==> config.mk <==
export PLATFORM = sky130hd
export DESIGN_NAME = hdmi_island_scheduler
export DESIGN_NICKNAME = d
export VERILOG_FILES = /design/src/rtl/hdmi_island_scheduler.sv
export SDC_FILE = /design/constraint.sdc
export NUM_CORES = 1
export LEC_CHECK = 0
export BUFFER_PORTS_ARGS = -buffer_cell sky130_fd_sc_hd__clkbuf_2
export CAP_MARGIN = 40
export CORE_ASPECT_RATIO = 1.2
export CORE_MARGIN = 5
export CORE_UTILIZATION = 40
export CTS_BUF_LIST = sky130_fd_sc_hd__clkbuf_16
export DETAILED_ROUTE_END_ITERATION = 12
export HOLD_SLACK_MARGIN = 0.1
export PLACE_DENSITY = 0.66
export SYNTH_ARGS = -nofsm -noshare
export SYNTH_HDL_FRONTEND = slang
export SYNTH_SLANG_ARGS = --single-unit
==> constraint.sdc <==
create_clock -name clock -period 5.3 [get_ports clock]
set_input_delay 0.265 -clock clock [delete_from_list [all_inputs] [get_ports clock]]
set_output_delay 0.265 -clock clock [all_outputs]
set_load 0.01 [all_outputs]
==> src/rtl/hdmi_island_scheduler.sv <==
// rtl/hdmi_island_scheduler.sv - HDMI data island scheduler: preamble/guard/packet sequencing with round-robin packet arbitration
// Define ISLAND_AVI_PRIORITY_EN to give source 0 (AVI InfoFrame) strict priority over the round-robin.
module hdmi_island_scheduler #(
    parameter int NUM_REQ  = 3,
    parameter int LEAD     = 4,
    parameter int MAX_PKTS = 2,
    parameter int HBLANK   = 160
) (
    input  logic               clock,
    input  logic               rstn,
    input  logic               de,
    input  logic [NUM_REQ-1:0] req,
    output logic [NUM_REQ-1:0] ack,
    output logic [1:0]         packet_sel,
    output logic               packet_start,
    output logic               data_preamble,
    output logic               data_guard,
    output logic               data_period,
    output logic               island_abort
);

    localparam int CW = ($clog2(LEAD + 1) > 6) ? $clog2(LEAD + 1) : 6;
    localparam int PW = $clog2(MAX_PKTS + 1);

    if (LEAD + 8 + 2 + 32 * MAX_PKTS + 2 + 10 > HBLANK) begin : g_hblank_check
        $error("hdmi_island_scheduler: island does not fit in HBLANK");
    end
    if (NUM_REQ < 2 || NUM_REQ > 4) begin : g_num_req_check
        $error("hdmi_island_scheduler: NUM_REQ must be 2..4");
    end

    typedef enum logic [2:0] {
        ST_IDLE, ST_LEAD, ST_PREAMBLE, ST_GUARD_L, ST_DATA, ST_GUARD_T
    } state_t;

    state_t             state_q, state_d;
    logic [CW-1:0]      cnt_q, cnt_d;
    logic [PW-1:0]      pkt_q, pkt_d;
    logic [1:0]         sel_q, sel_d;
    logic [1:0]         ptr_q, ptr_d;
    logic [NUM_REQ-1:0] mask_q, mask_d;
    logic               abort_q, abort_d;
    logic               de_q, de_prev_q;

    logic               fall, rise, found, first_beat;
    logic [1:0]         pick_idx, ptr_adv;
    logic [2:0]         pick;
    logic [NUM_REQ-1:0] cand;

    function automatic logic [2:0] arb_pick(input logic [NUM_REQ-1:0] c, input logic [1:0] start);
        logic [2:0]         res;
        logic [NUM_REQ-1:0] rot;
        int                 idx;
        res = '0;
        for (int k = NUM_REQ - 1; k >= 0; k--) begin
            idx = int'(start) + k;
            if (idx >= NUM_REQ) idx = idx - NUM_REQ;
            rot = c >> idx;
            if (rot[0]) res = {1'b1, idx[1:0]};
        end
        return res;
    endfunction

    function automatic logic [2:0] grant_pick(input logic [NUM_REQ-1:0] c, input logic [1:0] start);
`ifdef ISLAND_AVI_PRIORITY_EN
        if (c[0]) return 3'b100;
        return arb_pick(c & ~NUM_REQ'(1), start);
`else
        return arb_pick(c, start);
`endif
    endfunction

    // de is registered twice so edges are judged on two settled samples
    assign fall = de_prev_q & ~de_q;
    assign rise = ~de_prev_q & de_q;

    // The first grant of an island ignores the mask, which still holds the previous island
    assign cand     = (state_q == ST_LEAD) ? req : (req & ~mask_q);
    assign pick     = grant_pick(cand, ptr_q);
    assign found    = pick[2];
    assign pick_idx = pick[1:0];

    always_comb begin
        ptr_adv = (pick_idx == 2'(NUM_REQ - 1)) ? 2'd0 : pick_idx + 2'd1;
`ifdef ISLAND_AVI_PRIORITY_EN
        if (pick_idx == 2'd0) ptr_adv = ptr_q;
`endif
    end

    always_comb begin
        state_d = state_q;
        cnt_d   = cnt_q + CW'(1);
        pkt_d   = pkt_q;
        sel_d   = sel_q;
        ptr_d   = ptr_q;
        mask_d  = mask_q;
        abort_d = 1'b0;
        case (state_q)
            ST_IDLE: begin
                cnt_d = '0;
                if (fall) state_d = ST_LEAD;
            end
            ST_LEAD: begin
                if (rise) begin
                    state_d = ST_IDLE;
                    cnt_d   = '0;
                end else if (cnt_q == CW'(LEAD - 1)) begin
                    cnt_d   = '0;
                    state_d = found ? ST_PREAMBLE : ST_IDLE;
                    if (found) begin
                        sel_d  = pick_idx;
                        ptr_d  = ptr_adv;
                        mask_d = NUM_REQ'(1) << pick_idx;
                        pkt_d  = PW'(1);
                    end
                end
            end
            default: begin
                if (rise) begin
                    state_d = ST_IDLE;
                    cnt_d   = '0;
                    abort_d = 1'b1;
                end else begin
                    case (state_q)
                        ST_PREAMBLE: if (cnt_q == CW'(7)) begin
                            state_d = ST_GUARD_L;
                            cnt_d   = '0;
                        end
                        ST_GUARD_L: if (cnt_q == CW'(1)) begin
                            state_d = ST_DATA;
                            cnt_d   = '0;
                        end
                        ST_DATA: if (cnt_q == CW'(31)) begin
                            cnt_d = '0;
                            if (found && pkt_q < PW'(MAX_PKTS)) begin
                                sel_d  = pick_idx;
                                ptr_d  = ptr_adv;
                                mask_d = mask_q | (NUM_REQ'(1) << pick_idx);
                                pkt_d  = pkt_q + PW'(1);
                            end else begin
                                state_d = ST_GUARD_T;
                            end
                        end
                        ST_GUARD_T: if (cnt_q == CW'(1)) begin
                            state_d = ST_IDLE;
                            cnt_d   = '0;
                        end
                        default: state_d = ST_IDLE;
                    endcase
                end
            end
        endcase
    end

    always_ff @(posedge clock or negedge rstn) begin
        if (!rstn) begin
            state_q   <= ST_IDLE;
            cnt_q     <= '0;
            pkt_q     <= '0;
            sel_q     <= '0;
            ptr_q     <= '0;
            mask_q    <= '0;
            abort_q   <= 1'b0;
            de_q      <= 1'b0;
            de_prev_q <= 1'b0;
        end else begin
            state_q   <= state_d;
            cnt_q     <= cnt_d;
            pkt_q     <= pkt_d;
            sel_q     <= sel_d;
            ptr_q     <= ptr_d;
            mask_q    <= mask_d;
            abort_q   <= abort_d;
            de_q      <= de;
            de_prev_q <= de_q;
        end
    end

    // A packet whose first beat coincides with the abort is never acknowledged
    assign first_beat    = (state_q == ST_DATA) && (cnt_q == '0) && !rise;
    assign packet_start  = first_beat;
    assign ack           = first_beat ? (NUM_REQ'(1) << sel_q) : '0;
    assign packet_sel    = sel_q;
    assign data_preamble = (state_q == ST_PREAMBLE);
    assign data_guard    = (state_q == ST_GUARD_L) || (state_q == ST_GUARD_T);
    assign data_period   = (state_q == ST_DATA);
    assign island_abort  = abort_q;

endmodule

==> flow_metrics.py <==
metrics = {
    "layout": {
        "fin_cells": 241,
        "nets": 205,
        "synthToLayoutAreaGrowth_pct": 11.91,
        "diodes": 0,
        "final_cell_mix": "21 x dfrtp_1, 20 x inv_1, 15 x clkbuf_2",
        "layout-drive-gt1-share": 0.1323,
        "layout_commonest_cell": "dfrtp_1",
    },
    "die": {
        "fp.coreArea_um2": 3664,
        "start_util": 0.4160,
        "die-area_um2": 5149,
        "die_x_um": 66.35,
        "io_pins": 16,
        "die_h_um": 77.62,
        "fp-row-count": 24,
    },
    "worst_setup_path": {
        "critical_path_class": "reg2reg",
        "r2r-start": "state_q[0]",
        "startpoint": "state_q[0]",
        "setup.worst_path.end_class": "flip-flop",
        "cp.arrival_ns": 3.03,
        "ff2ff_path_depth": 6,
        "critPathMaxFanout": 13,
        "r2r_slack_ns": 2.47,
        "worstReg2RegEnd": "pkt_q[1]",
        "start_kind": "flip-flop",
        "cp_data_required_time_ns": 5.50,
    },
    "sta": {
        "fin_crit_ns": 2.834,
        "hold_slack_ns": 0.1134,
        "finalHoldViolations": 0,
        "finalSetupViolations": 0,
        "worst_slew_pin_slew_ns": 0.8082,
        "skew_ns": 0.004239,
        "slew_headroom": 0.4612,
        "min_period_over_period": 0.5346,
        "finalMaxSlewViolations": 0,
        "finalSetupTns_ns": 0,
        "max_freq_ghz": 0.3529,
        "rsz0062_at_grt": "no",
    },
    "power": {
        "p_sw_mw": 0.3919,
        "irDropWorstVdd_v": 0.0001675,
        "power_density_nw_per_um2": 511.2,
        "finalPower_mw": 0.8718,
        "power_frac_seq": 0.293,
        "pwr-share-comb": 0.524,
        "swShare": 0.4496,
        "pwr-share-clk": 0.182,
        "p_leak_nw": 0.7855,
        "internal_power_mw": 0.4798,
    },
    "clock_network": {
        "cts_resized": 0,
        "clock_sinks": 21,
        "clock_path_buffers": 2,
        "cts_buffers": 3,
        "cts.clk_slew.worst_paths_ns": 0.06,
        "cts_tree": "built",
        "h-tree-depth": 1,
        "clkLatencyLatePin_ns": 0.26,
        "clockRootBuffer": "clkbuf_16",
    },
    "routing": {
        "vias_per_cell": 5.539,
        "drt_iter0_drc": 124,
        "final_antenna_net_count": 0,
        "drc_errors": 0,
        "vias": 1335,
        "wl_mm": 3.337,
        "wl_per_cell_um": 13.85,
        "dr.pass1.iters": 4,
    },
    "synthesis": {
        "synthMuxAreaShare": 0.006568,
        "synth_top_family_by_area": "compound AO/OA/AOI/OAI gates",
        "ys.flop_type": "dfrtp_1",
        "synth_edf_count": 0,
        "async_flop_share": 1.000,
        "synth_simple_gate_area_frac": 0.2217,
        "synth_top_area_frac": 0.3448,
        "synth_area_um2": 1524,
        "ys_ff_latch": 21,
        "syn_inst": 177,
        "yosysSeqAreaShare": 0.3448,
        "synth.area.top_cells": "dfrtp_1 34%, ha_1 7.4%, inv_1 4.7%, a211oi_1 3.4%, nand2_1 3.4%",
        "avgSynthCellArea_um2": 8.610,
        "yosys.cell_types.count": 53,
        "synth-compound-area-share": 0.2496,
        "ys_warn_count": 0,
        "synth_fa_ha_area_frac": 0.07389,
        "syn-num-nets": 192,
        "synth-xor-area-share": 0.02299,
        "synth_top_area_cell": "dfrtp_1",
    },
    "worst_hold_path": {
        "min_to": "de_q",
        "worstHoldStart": "de",
        "whs_path_depth": 1,
        "hold_path_class": "in2reg",
    },
    "run": {
        "cap_violations": 0,
    },
    "place": {
        "dp_hpwl_mm": 2.529,
        "io_buffer_count": 15,
        "placed_cells": 236,
        "gp_congestion": 0.8719,
    },
    "global_routing": {
        "grt_max_degree": 22,
        "antenna_found_initial": 0,
        "track_usage": 0.1407,
        "gr-total-overflow": 0,
        "grt_pass1_wl_mm": 5.713,
        "grt_pass1_vias": 1232,
    },
    "run_status": {
        "outcome": "complete, no violations",
    },
}
==> synthesized netlist by cell type, drive strengths merged, types with 3 or more instances <==
cell	n
dfrtp	21
inv	20
nand2	15
nor2	10
ha	9
a21oi	8
nand3	8
o21ai	8
a211oi	7
nor3b	6
buf	5
nor3	5
nand2b	4
o211ai	4
and3	3
clkbuf	3
o31ai	3
xor2	3
==> sequential cells by signal (all words and copies together), names as in the netlist <==
register      flops
cnt_q             6
mask_q            3
state_q           3
packet_sel        2
pkt_q             2
ptr_q             2
de_prev_q         1
de_q              1
island_abort      1
==> worst max path at each step <==
stage,slack (ns),end,cells past startpoint
final,2.47,pkt_q[1],6
after global routing,2.27,ptr_q[1],6
after CTS,2.47,ptr_q[1],6
after detailed placement,2.47,ptr_q[1],6
after global placement,2.58,pkt_q[1],6
after floorplan,3.01,ptr_q[1],8
==> repair_timing <==
item,in CTS,in global routing
hold buffers,1,0
hold endpoints to repair,21,0
setup buffers,0,0
==> routing by layer <==
metal  vias to the layer above  wire [µm]  GRT usage
met5                         -          0          0
met4                         0         38    0.03659
met3                         5        177    0.04046
met2                        37       1587     0.2254
met1                       621       1533     0.1845
li1                        672          -          -
==> power by group through the flow <==
stage,clock [mW],combinational [mW],sequential [mW]
final,0.159,0.457,0.256
after floorplan,0,0.374,0.236
after global routing,0.170,0.512,0.265
after CTS,0.163,0.456,0.255
after global placement,0,0.462,0.257
after detailed placement,0,0.452,0.257
==> logic make-up after synthesis <==
logic type                 count (synthesis)
buffers and inverters                     28
xor gates and xnor gates                   4
DFF                                       21
muxes                                      1
AOI/OAI and AO/OA                         52
adders and majority gates                  9
and+or+nand+nor                           62
==> critical path, cell delays in order (launching register included) <==
cell and delay [ns]:
dfrtp_1 0.47, or3b_4 0.50, a2111o_1 0.44, a31o_1 0.26, a311oi_2 0.74, or2_2 0.23, o211a_1 0.13
==> cell type report <==
cell class / count / area, µm²
clock buffers: 3 / 75.07
clock inverters: 1 / 3.754
fillers: 358 / 1958
inverters: 20 / 75.07
multi-input cells: 128 / 875.8
flip-flops and latches: 21 / 525.5
well taps: 52 / 65.06
repair buffers: 16 / 85.08
==> stage by stage <==
| stage | setup slack, ns | area (µm²) | util |
|---|---|---|---|
| 2_1_floorplan | 3.013 | 1524 | - |
| 3_3_place_gp | 2.579 | 1617 | 0.4413 |
| 3_5_place_dp | 2.468 | 1617 | 0.4413 |
| 4_1_cts | 2.467 | 1705 | 0.4655 |
| 5_1_grt | 2.275 | 1705 | 0.4655 |
| 6_report | 2.466 | 1705 | 0.4655 |
(Power assumes the default switching activity.)
